## config.mk

```make
export PLATFORM = sky130hd
export DESIGN_NAME = win_scanner
export DESIGN_NICKNAME = d
export VERILOG_FILES = /design/src/rtl/win_scanner.sv
export SDC_FILE = /design/constraint.sdc
export NUM_CORES = 1
export LEC_CHECK = 0
export ABC_AREA = 1
export CORE_MARGIN = 3
export CORE_UTILIZATION = 54
export DETAILED_ROUTE_END_ITERATION = 8
export HOLD_SLACK_MARGIN = 0.03
export PLACE_DENSITY = 0.85
export SLEW_MARGIN = 20
export SYNTH_ARGS = -nofsm -noshare
export SYNTH_HDL_FRONTEND = slang
export SYNTH_SLANG_ARGS = --single-unit
```

## constraint.sdc

```tcl
create_clock -name clk -period 5.4 [get_ports clk]
set_input_delay 1.62 -clock clk [delete_from_list [all_inputs] [get_ports clk]]
set_output_delay 1.62 -clock clk [all_outputs]
set_load 0.05 [all_outputs]
```

## src/rtl/win_scanner.sv

```systemverilog
// win_scanner: sequential K-in-a-row win detector for a ROWS x COLS board.
// A start pulse latches a board snapshot and a player ID. The block then
// evaluates one anchor cell per clock in row-major order. It stops at the
// first anchor where the player owns K cells in a row in some direction.
// Optional feature macro: WIN_SCANNER_DIAG_EN. When it is defined, the
// down-right and down-left diagonals are also checked.
// Handshake: start is sampled only while busy=0. done is a one-cycle pulse.
// player_won, win_row, win_col and win_dir are valid from the done cycle
// and hold until the next accepted start.
module win_scanner #(
    parameter int ROWS   = 5,
    parameter int COLS   = 5,
    parameter int K      = 4,
    parameter int CELL_W = 2,
    localparam int RW    = (ROWS > 1) ? $clog2(ROWS) : 1,
    localparam int CW    = (COLS > 1) ? $clog2(COLS) : 1,
    localparam int BW    = ROWS * COLS * CELL_W
) (
    input  logic              clk,
    input  logic              rst,
    input  logic              start,
    input  logic [BW-1:0]     board,
    input  logic [CELL_W-1:0] player_id,
    output logic              busy,
    output logic              done,
    output logic              player_won,
    output logic [RW-1:0]     win_row,
    output logic [CW-1:0]     win_col,
    output logic [1:0]        win_dir
);

    typedef enum logic {IDLE = 1'b0, SCAN = 1'b1} state_t;

    state_t            state_q, state_d;
    logic [BW-1:0]     board_q;
    logic [CELL_W-1:0] pid_q;
    logic [RW-1:0]     ar_q, ar_d;
    logic [CW-1:0]     ac_q, ac_d;
    logic              done_d, won_d, load;
    logic [RW-1:0]     row_d;
    logic [CW-1:0]     col_d;
    logic [1:0]        dir_d;
    logic              hit_r, hit_d, any_hit, last_anchor;
    logic [1:0]        hit_dir;
`ifdef WIN_SCANNER_DIAG_EN
    logic              hit_dr, hit_dl;
`endif

    // A cell outside the board reads as empty. This lets the compare loops
    // run unguarded, because the fit flags mask any line that does not fit.
    function automatic logic [CELL_W-1:0] cell_at(input int r, input int c);
        if (r < 0 || r >= ROWS || c < 0 || c >= COLS) return '0;
        return board_q[(r * COLS + c) * CELL_W +: CELL_W];
    endfunction

    // Combinational line compare for the current anchor in each direction.
    always_comb begin
        int ar_i, ac_i;
        ar_i  = int'(ar_q);
        ac_i  = int'(ac_q);
        hit_r = (ac_i + K - 1 < COLS);
        hit_d = (ar_i + K - 1 < ROWS);
`ifdef WIN_SCANNER_DIAG_EN
        hit_dr = (ac_i + K - 1 < COLS) && (ar_i + K - 1 < ROWS);
        hit_dl = (ac_i >= K - 1) && (ar_i + K - 1 < ROWS);
`endif
        for (int i = 0; i < K; i++) begin
            if (cell_at(ar_i, ac_i + i) != pid_q) hit_r = 1'b0;
            if (cell_at(ar_i + i, ac_i) != pid_q) hit_d = 1'b0;
`ifdef WIN_SCANNER_DIAG_EN
            if (cell_at(ar_i + i, ac_i + i) != pid_q) hit_dr = 1'b0;
            if (cell_at(ar_i + i, ac_i - i) != pid_q) hit_dl = 1'b0;
`endif
        end
    end

    // Lowest-encoded hitting direction wins.
    always_comb begin
        any_hit = hit_r | hit_d;
        hit_dir = hit_r ? 2'd0 : 2'd1;
`ifdef WIN_SCANNER_DIAG_EN
        any_hit = any_hit | hit_dr | hit_dl;
        if (!hit_r && !hit_d) hit_dir = hit_dr ? 2'd2 : 2'd3;
`endif
        last_anchor = (int'(ar_q) == ROWS - 1) && (int'(ac_q) == COLS - 1);
    end

    // FSM next-state and next-output logic.
    always_comb begin
        state_d = state_q;
        ar_d    = ar_q;
        ac_d    = ac_q;
        done_d  = 1'b0;
        won_d   = player_won;
        row_d   = win_row;
        col_d   = win_col;
        dir_d   = win_dir;
        load    = 1'b0;
        case (state_q)
            IDLE: begin
                if (start) begin
                    load    = 1'b1;
                    state_d = SCAN;
                    ar_d    = '0;
                    ac_d    = '0;
                    won_d   = 1'b0;
                    row_d   = '0;
                    col_d   = '0;
                    dir_d   = 2'd0;
                end
            end
            SCAN: begin
                if (pid_q == '0) begin
                    // Empty is never a winner, so finish without scanning.
                    done_d  = 1'b1;
                    state_d = IDLE;
                end else if (any_hit) begin
                    done_d  = 1'b1;
                    won_d   = 1'b1;
                    row_d   = ar_q;
                    col_d   = ac_q;
                    dir_d   = hit_dir;
                    state_d = IDLE;
                end else if (last_anchor) begin
                    done_d  = 1'b1;
                    state_d = IDLE;
                end else if (int'(ac_q) == COLS - 1) begin
                    ac_d = '0;
                    ar_d = ar_q + 1'b1;
                end else begin
                    ac_d = ac_q + 1'b1;
                end
            end
            default: state_d = IDLE;
        endcase
    end

    // State, anchor counters and registered results.
    always_ff @(posedge clk or posedge rst) begin
        if (rst) begin
            state_q    <= IDLE;
            ar_q       <= '0;
            ac_q       <= '0;
            done       <= 1'b0;
            player_won <= 1'b0;
            win_row    <= '0;
            win_col    <= '0;
            win_dir    <= 2'd0;
        end else begin
            state_q    <= state_d;
            ar_q       <= ar_d;
            ac_q       <= ac_d;
            done       <= done_d;
            player_won <= won_d;
            win_row    <= row_d;
            win_col    <= col_d;
            win_dir    <= dir_d;
        end
    end

    // Snapshot of board and player taken when a start is accepted.
    always_ff @(posedge clk or posedge rst) begin
        if (rst) begin
            board_q <= '0;
            pid_q   <= '0;
        end else if (load) begin
            board_q <= board;
            pid_q   <= player_id;
        end
    end

    assign busy = (state_q == SCAN);

endmodule

```

==> metrics.yaml <==
outcome: "finished clean"
wl_met3_um: 2750
clockRootBuffer: "clkbuf_16"
detailed_place_hpwl_um: 18700
hold_class: "flop to flop"
wire_per_inst_um: 17.1
maxCapViolCount: 0
dieHeight_um: 125
n_antenna_cell: 0
top_layer: "met4"
max_freq_ghz: 0.208
syn2layout_area_growth_pct: 13.3
yosysTopAreaCell: "dfrtp_1"
reg2reg_setup_slack_ns: 0.60
synthArstFlopShare_pct: 100
row_count: 42
cts-buffers-inserted: 9
start_util_pct: 56.6
grt_max_degree: 58
gp_congestion: 1.04
worst-r2r-cell-count: 27
tightest_slew_ns: 0.965
synth_area_per_cell_sq_um: 6.45
grt_antenna_before_repair: 0
ys.flop_type: "dfrtp_1"
fp.dieW_um: 125
grt_pass1_vias: 7834
layout_min_cycle_time_ns: 4.80
finalSetupTns_ns: 0
core_sq_um: 13600
routed_wl_um: 24300
syn_nets: 1316
seq_area_frac_synth_pct: 22.2
clock_latency_ns: 0.36
synth.distinct_cells: 38
r2r-start: "ar_q[0]"
ant_nets: 0
report.final.slew_viol_count: 0
final_cell_mix: "nand2_1 (385), nand3_1 (246), inv_1 (112)"
setup_viol: 0
grtUsageTotal_pct: 30.9
nNetsFinal: 1363
synth_top_area_share_pct: 22.2
cts.sinks: 68
skew_ns: 0.0108
wl_met2_um: 10700
cp.required_ns: 5.63
cts_tree: "done"
portBuffers: 64
dr.pass1.iters: 7
critPathKind: "flop to flop"
vias: 8490
yosys-top-cells-area: "dfrtp_1 (22%), nand2_1 (19%), nand3_1 (16%)"
ios: 66
die_area_sq_um: 15700
cp_data_arrival_time_ns: 5.03
synth_area_sq_um: 7670
grt_pass1_wl_um: 39300
post_cts_resized: 0
fill_cells: 1282
wl_met1_um: 9950
relSlewSlack_pct: 35.6
layout-drive-gt1-share_pct: 8.38
cp-endpoint: "win_row[0]"
clkSlewWorstSetupHoldPaths_ns: 0.06
cts_buffer_depth: 2
cts_hold_buffers: 0
vias_per_cell: 5.99
grt_overflow: 0
drc: 0
h-tree-depth: 3
synth_cells: 1189
post_cts.repair.setup_buffers: 0
rsz0062_at_grt: "no"
ys_warn_count: 0
layout_commonest_cell: "nand2_1"
timing.final.crit_share_pct: 89.0
crit_start: "ar_q[0]"
cp-start-kind: "flop"
reg2reg_to: "win_row[0]"
yosys_register_bits: 68
drt-initial-drc-count: 1021
crit_fanout: 14
setup.worst_path.end_class: "flop"
synth_edf_count: 0
hold_viol: 0
## worst min path at each step
stage,slack (ns),depth (start not counted),to,start
2_1_floorplan,0.50,1,board_q[0],board_q[0]
4_1_cts,0.53,2,win_col[2],win_col[2]
6_report,0.53,2,win_col[2],win_col[2]
5_1_grt,0.56,1,board_q[16],board_q[16]
3_3_place_gp,0.50,2,win_col[2],win_col[2]
3_5_place_dp,0.51,2,win_col[2],win_col[2]
## worst max-delay path, cell delays in order (launching register included)
cell and delay, ns:
dfrtp_1 0.67, inv_1 0.32, ha_1 0.31, inv_1 0.05
nand2_1 0.06, nand2_1 0.08, inv_1 0.06, ha_1 0.27
ha_1 0.30, inv_1 0.06, fa_1 0.67, inv_1 0.17
nor2_2 0.22, nand2_1 0.09, nand2_1 0.07, nor2_1 0.05
nand2_1 0.06, nand2_1 0.05, nand2_1 0.07, nand3_1 0.07
nand2_1 0.07, nand4_1 0.09, nor2_1 0.09, nand3_1 0.12
nand2_2 0.12, nand2_2 0.22, nand3_1 0.17, o21ai_2 0.07
## registers in the layout, indices dropped and copies added, names as in the netlist
name and cells:
ar_q 3, player_won 1, board_q 50, done 1, win_row 3, ac_q 3, win_col 3, win_dir 1
busy 1, pid_q 2
## metrics by stage
step	cell area [sq um]	hold slack, ns	std cells	utilization [%]	setup slack, ns
floorplan	7670	0.502	1189	-	1.29
global placement	8360	0.504	1401	61.6	0.914
detailed placement	8360	0.507	1401	61.6	0.778
CTS	8690	0.532	1417	64.1	0.690
global route	8690	0.563	1417	64.1	0.180
finish	8690	0.529	1417	64.1	0.596
## Yosys cell counts, types with 5 or more instances
| cell | instances |
|---|---|
| buf_2 | 10 |
| dfrtp_1 | 68 |
| nand4_1 | 19 |
| inv_1 | 113 |
| o21ai_1 | 10 |
| fa_1 | 8 |
| o21ai_2 | 7 |
| buf_6 | 7 |
| nand3_1 | 246 |
| a21oi_1 | 40 |
| xor2_1 | 6 |
| nand2_1 | 386 |
| nand3b_1 | 7 |
| clkbuf_1 | 11 |
| nor3_1 | 5 |
| nor2_1 | 73 |
| buf_4 | 6 |
| o21ai_0 | 17 |
| ha_1 | 64 |
| nand2_2 | 14 |
| mux2_2 | 38 |
## cell families after synthesis
| logic type | after synthesis | synth area share [%] |
|---|---|---|
| other | 1 | 0.0489 |
| adder cells (fa/ha/maj) | 72 | 12.5 |
| flip-flops | 68 | 22.2 |
| XOR/XNOR | 9 | 1.03 |
| AND/OR/NAND/NOR | 764 | 43.6 |
| buffers and inverters | 158 | 9.20 |
| multiplexers | 39 | 5.71 |
| AO/OA/AOI/OAI | 78 | 5.69 |
## area by class of cell
cell class	instances	area, sq um	share of cell area, %
clock inverters	6	95.1	1.09
multi-input cells	963	5270	60.6
well taps	176	220	2.53
repair buffers	73	708	8.15
inverters	121	457	5.26
flip-flops and latches	68	1700	19.6
clock buffers	10	239	2.75
## layer usage
metal,track usage (%),vias to the layer above
met1,42.0,3898
met2,48.7,508
li1,-,4003
met5,0,-
met4,11.9,0
met3,6.06,81
Power is left out: the tool's default activity adds up to more than one toggle a clock period on the data nets, which glitch-free logic cannot reach.
